File: config.mk
export PLATFORM = sky130hd
export DESIGN_NAME = tcp_vlg_tx_scan
export DESIGN_NICKNAME = d
export VERILOG_FILES = /design/src/rtl/tcp_vlg_tx_scan.sv
export SDC_FILE = /design/constraint.sdc
export NUM_CORES = 1
export LEC_CHECK = 0
export CORE_UTILIZATION = 48
export CTS_BUF_LIST = sky130_fd_sc_hd__clkbuf_8
export DETAILED_ROUTE_END_ITERATION = 8
export GPL_TIMING_DRIVEN = 1
export PLACE_DENSITY = 0.9
export RECOVER_POWER = 100
export SYNTH_ARGS = -nofsm -noshare
export SYNTH_HDL_FRONTEND = slang
export SYNTH_SLANG_ARGS = --single-unit
File: constraint.sdc
create_clock -name clk -period 8.2 [get_ports clk]
set_input_delay 0.82 -clock clk [delete_from_list [all_inputs] [get_ports clk]]
set_output_delay 0.82 -clock clk [all_outputs]
set_load 0.03 [all_outputs]
File: src/rtl/tcp_vlg_tx_scan.sv
// tcp_vlg_tx_scan -- retransmission / ACK scanner for the TCP TX path.
//
// Walks the packet-info RAM round-robin through its scan port. Each entry
// takes two cycles: S_RD drives the address, S_CHK evaluates the entry that
// the RAM returns one cycle later. Entries covered by the remote ACK are
// released (present cleared, free pulse). Entries whose timer expired are
// offered to the retransmitter and, once it accepts, rewritten with
// tries+1 and a fresh timestamp. An entry expiring with tries >= MAX_TRIES
// parks the scanner in a terminal failure state until reset.
//
// Ports
//   clk, rst   clock, asynchronous active-high reset
//   en         connection established; scanning enabled
//   ack_num    latest remote acknowledgement number
//   ptr        scan address to the packet-info RAM
//   pkt_r      entry read at ptr, valid one cycle after ptr
//   pkt_w      entry write data, qualified by upd
//   upd        write pkt_w at ptr this cycle (1-cycle pulse)
//   free       one entry released this cycle (1-cycle pulse)
//   rtx_req    retransmission request (level, held until rtx_ack)
//   rtx_pkt    entry to retransmit, stable while rtx_req
//   rtx_ack    retransmitter accepted rtx_pkt
//   conn_fail  sticky connection failure

package tcp_vlg_tx_scan_pkg;
    localparam int PKT_TIM_W = 16;

    typedef struct packed {
        logic                 present;
        logic [31:0]          start;
        logic [31:0]          stop;   // seq of the byte after the last byte
        logic [PKT_TIM_W-1:0] tim;
        logic [7:0]           tries;
    } tcp_pkt_t;
endpackage

module tcp_vlg_tx_scan
    import tcp_vlg_tx_scan_pkg::*;
#(
    parameter int D         = 4,
    parameter int RTO_TICKS = 1000,
    parameter int MAX_TRIES = 5,
    parameter int TIM_W     = PKT_TIM_W
) (
    input  logic         clk,
    input  logic         rst,
    input  logic         en,
    input  logic [31:0]  ack_num,
    output logic [D-1:0] ptr,
    input  tcp_pkt_t     pkt_r,
    output tcp_pkt_t     pkt_w,
    output logic         upd,
    output logic         free,
    output logic         rtx_req,
    output tcp_pkt_t     rtx_pkt,
    input  logic         rtx_ack,
    output logic         conn_fail
);

    localparam logic [TIM_W-1:0] RTO_T   = TIM_W'(RTO_TICKS);
    localparam logic [7:0]       TRIES_T = 8'(MAX_TRIES);

    typedef enum logic [1:0] {
        S_RD   = 2'd0,
        S_CHK  = 2'd1,
        S_RTX  = 2'd2,
        S_FAIL = 2'd3
    } state_t;

    state_t         r_state;
    state_t         w_state_nxt;
    logic [D-1:0]   r_ptr;
    logic [TIM_W-1:0] r_now;
    tcp_pkt_t       r_rtx_pkt;

    logic           w_ptr_inc;
    logic           w_rtx_load;
    logic [TIM_W-1:0] w_elapsed;
    logic           w_expired;
    logic [31:0]    w_ack_diff;
    logic           w_acked;
    logic           w_tries_max;

    // Both differences are modular, so timestamp and sequence wrap are
    // handled without special cases: an ACK covers the entry when it lies
    // in the half of sequence space at or ahead of stop.
    assign w_elapsed   = r_now - TIM_W'(pkt_r.tim);
    assign w_expired   = (w_elapsed >= RTO_T);
    assign w_ack_diff  = ack_num - pkt_r.stop;
    assign w_acked     = ~w_ack_diff[31];
    assign w_tries_max = (pkt_r.tries >= TRIES_T);

    always_ff @(posedge clk or posedge rst) begin
        if (rst) begin
            r_state   <= S_RD;
            r_ptr     <= '0;
            r_now     <= '0;
            r_rtx_pkt <= '0;
        end else begin
            r_state <= w_state_nxt;
            r_now   <= r_now + TIM_W'(1);
            if (w_ptr_inc) begin
                r_ptr <= r_ptr + D'(1);
            end
            if (w_rtx_load) begin
                r_rtx_pkt <= pkt_r;
            end
        end
    end

    always_comb begin
        w_state_nxt = r_state;
        w_ptr_inc   = 1'b0;
        w_rtx_load  = 1'b0;
        upd         = 1'b0;
        free        = 1'b0;
        pkt_w       = pkt_r;

        case (r_state)
            S_RD: begin
                if (en) begin
                    w_state_nxt = S_CHK;
                end
            end

            S_CHK: begin
                if (!pkt_r.present) begin
                    w_ptr_inc   = 1'b1;
                    w_state_nxt = S_RD;
                end else if (w_acked) begin
                    upd           = 1'b1;
                    free          = 1'b1;
                    pkt_w.present = 1'b0;
                    w_ptr_inc     = 1'b1;
                    w_state_nxt   = S_RD;
                end else if (w_expired && w_tries_max) begin
                    w_state_nxt = S_FAIL;
                end else if (w_expired) begin
                    w_rtx_load  = 1'b1;
                    w_state_nxt = S_RTX;
                end else begin
                    w_ptr_inc   = 1'b1;
                    w_state_nxt = S_RD;
                end
            end

            // ptr is held here so the write-back lands on the entry that
            // was handed out; the ACK is deliberately not re-evaluated.
            S_RTX: begin
                if (rtx_ack) begin
                    upd         = 1'b1;
                    pkt_w       = r_rtx_pkt;
                    pkt_w.tries = r_rtx_pkt.tries + 8'd1;
                    pkt_w.tim   = PKT_TIM_W'(r_now);
                    w_ptr_inc   = 1'b1;
                    w_state_nxt = S_RD;
                end
            end

            S_FAIL: begin
                w_state_nxt = S_FAIL;
            end

            default: begin
                w_state_nxt = S_RD;
            end
        endcase
    end

    assign ptr       = r_ptr;
    assign rtx_pkt   = r_rtx_pkt;
    assign rtx_req   = (r_state == S_RTX);
    assign conn_fail = (r_state == S_FAIL);

endmodule

==> results.ini <==
[grt]
globalRoute.totalOverflow = 0
grt_pass1_vias = 6701
grt_pass1_wl_mm = 33.5
grt_start_max_net_pins = 84
antenna_found_initial = 0
grtUsageTotal_pct = 28.3

[logic_synthesis]
synthArstFlopShare_pct = 100
netlist_area_sq_um = 7150
yosys.area.top_type = dfrtp_1
synth_cells = 792
synth-seq-cells = 111
synth_cell_types = 62
synth_enable_flop_cells = 0
yosys_warnings = 0
yosys.area.top_type_share_pct = 38.9
avgSynthCellArea_sq_um = 9.02
ys.flop_type = dfrtp_1
yosysSeqAreaShare_pct = 38.9
synth.area.top_cells = dfrtp_1 39%, mux2_2 13%, nand2_1 9.8%
synth_nets = 970

[sta]
worst_slew_pin_slew_ps = 2780
rsz0062_at_grt = no
hold_viol_final = 0
finalSetupTns_ps = 0
slew_viol_final = 163
finalCriticalPeriod_ps = 6450
skew_ps = 17.3
fmax_ghz = 0.155
fin_crit_sh_pct = 78.6
setup_viol = 0
slew_headroom_pct = -85.2

[layout]
final_cell_area_sq_um = 10500
area_growth_pct = 46.9
multi_input_area_sq_um = 3940
register_area_sq_um = 2780
antenna_cells = 0
utilization_pct = 72.2
fillers = 1083
drive_above_1_share_pct = 9.41
nets = 1257

[setup_path]
cp.buffers_inverters = 3
end_kind = flip-flop
worstSetupPathType = in -> reg
reg2reg_depth = 13
cp-start-kind = primary input
slowest_stage = or4_1
path_depth = 12
cp_slowest_stage_delay_ps = 1460
cp_cell_sequence = dlygate4sd3_1, inv_1, ha_1, a21oi_1, o21ai_0, a31o_1, or4_1, a31oi_1, and2_0, or4_1, clkbuf_2, mux2_2
cp_top_family = simple AND/OR/NAND/NOR gates
required_ps = 8470
crit_path_frequent_cell = or4_1
critPathMaxFanout = 46
cp.arrival_ps = 6720

[cts]
ctsResizeCount = 0
clockBufferDepth = 2
cts_made_buffers = 9
tritoncts = done
htreeDepth = 3
clock-sinks = 111
post-cts-setup-buffers = 0
clock_latency_ps = 390
cts-root-buf = clkbuf_8
cts_hold_buf = 0
path_clk_slew_ps = 100

[floorplanning]
start_util_pct = 49.2
die-area_sq_um = 15400
die_y_um = 124
pin_count = 311
rows = 44
core_sq_um = 14500
die_w_um = 124

[worst_hold_path]
holdPathStages = 1
hold_class = reg -> reg

[detailed_routing]
wl_per_cell_um = 17.1
vias = 6891
drt_first_pass_iters = 6
drtIter0Drc = 472
wirelength_mm = 21.7
drc = 0
antenna_left = 0
vias_per_cell = 5.43

[placement]
dpl_cell_area_sq_um = 10300
port_buffers = 310
hpwl_mm = 16.7
globalplace.congestion = 0.876

[status]
violations = capacitance limit, slew limit
status = finished, violations left

[pwr]
ir_worst_vdd_uv = 111
leakagePower_uw = 0.00536
power.density_nw_per_um2 = 108

[flow_run]
cap_violations = 3

[report_power, final]
group | internal, uW | leakage (uW) | switching (uW)
clock network | 142 | 0.0000974 | 197
logic | 115 | 0.00374 | 133
registers | 547 | 0.00153 | 0
total | 804 | 0.00536 | 330
[layout make-up]
class	instances	area share, %
repair buffers	313	29.7
flip-flops and latches	111	26.5
inverters	61	2.19
multi-input cells	583	37.5
clock buffers	9	1.18
well taps	184	2.19
clock inverters	7	0.679
[stage by stage]
stage          hold slack (ps)  worst slack, ps  cells  power [uW]
2_1_floorplan              474             4000    792         681
3_3_place_gp               487             3010   1252         811
3_5_place_dp               492             2940   1252         816
4_1_cts                    516             2920   1268        1160
5_1_grt                    530             1430   1268        1190
6_report                   506             1750   1268        1130
[cell usage after synthesis (2+ instances only)]
| cell | number |
|---|---|
| nand2_1 | 186 |
| dfrtp_1 | 111 |
| mux2_2 | 80 |
| o21ai_0 | 64 |
| inv_1 | 60 |
| ha_1 | 52 |
| a21oi_1 | 23 |
| nand3_1 | 23 |
| clkbuf_1 | 22 |
| nor2_1 | 17 |
| xor2_1 | 14 |
| xnor2_1 | 12 |
| buf_2 | 9 |
| a211oi_1 | 8 |
| and2_1 | 8 |
| a21o_1 | 7 |
| a31oi_1 | 7 |
| nand4_1 | 6 |
| nor2b_1 | 6 |
| nor3_1 | 6 |
| mux2_4 | 4 |
| nor4_1 | 4 |
| and3_1 | 3 |
| and4_1 | 3 |
| buf_6 | 3 |
| nand2b_1 | 3 |
| or4_1 | 3 |
| a221o_1 | 2 |
| a221oi_1 | 2 |
| a311oi_1 | 2 |
| buf_4 | 2 |
| mux2i_1 | 2 |
| nor4b_1 | 2 |
| o2111ai_1 | 2 |
| o21a_1 | 2 |
| o221ai_1 | 2 |
| o22ai_1 | 2 |
| o311ai_0 | 2 |
| o31ai_1 | 2 |
| or3_1 | 2 |
[layout by cell type, fill, tap and decap left out, types with 3 or more instances in the layout]
cell type	synthesis	layout
dfrtp_1	111	111
xnor2_1	12	12
nand3_1	23	23
clkdlybuf4s50_1	0	124
inv_1	60	60
dlygate4sd3_1	0	186
mux2_2	80	80
nor2_1	17	17
nor2b_1	6	6
xor2_1	14	14
o21ai_0	64	65
clkbuf_8	0	9
and3_1	3	3
a21oi_1	23	23
mux2_1	0	3
a31oi_1	7	7
or4_1	3	4
and2_1	8	5
nand4_1	6	6
nor4_1	4	4
nand2_1	186	186
and4_1	3	3
a211oi_1	8	8
and2_0	0	4
nand2b_1	3	3
nor3_1	6	6
ha_1	52	52
a21o_1	7	7
[routing by layer]
layer	routed length, um	track usage (%)
met2	11100	49.1
met3	1630	9.07
met4	633	10.3
met5	0	0
met1	8390	32.5
[flip-flops by register name (all words and copies together) (netlist names)]
name     flops
r_state      2
ptr          4
r_now       16
rtx_pkt     89
[worst paths after layout]
kind	slack [ps]	startpoint	endpoint
setup / recovery	1750	pkt_r[14]	rtx_pkt[24]
hold / removal	510	rtx_pkt[16]	rtx_pkt[16]
setup reg to reg	2330	r_now[0]	rtx_pkt[24]
hold reg to reg	510	rtx_pkt[16]	rtx_pkt[16]
max in group asynchronous	5410	rst	rtx_pkt[84]
min in group asynchronous	1150	rst	rtx_pkt[25]
[worst register-to-register path, delay by kind of cell (launching register included)]
kind / cells / cell delay [ps]
AOI/OAI and AO/OA: 5 / 1100
and+or+nand+nor: 3 / 1960
muxes: 1 / 470
adders and majority gates: 2 / 580
buffers and inverters: 2 / 1220
DFF: 1 / 430
[cell families after synthesis]
| family | count (synthesis) | synth area share [%] |
|---|---|---|
| xor gates and xnor gates | 26 | 3.19 |
| AOI/OAI and AO/OA | 142 | 12.2 |
| DFF | 111 | 38.9 |
| adders and majority gates | 53 | 9.39 |
| and+or+nand+nor | 276 | 16.9 |
| buffers and inverters | 98 | 5.73 |
| muxes | 86 | 13.7 |
(Power assumes the default switching activity.)
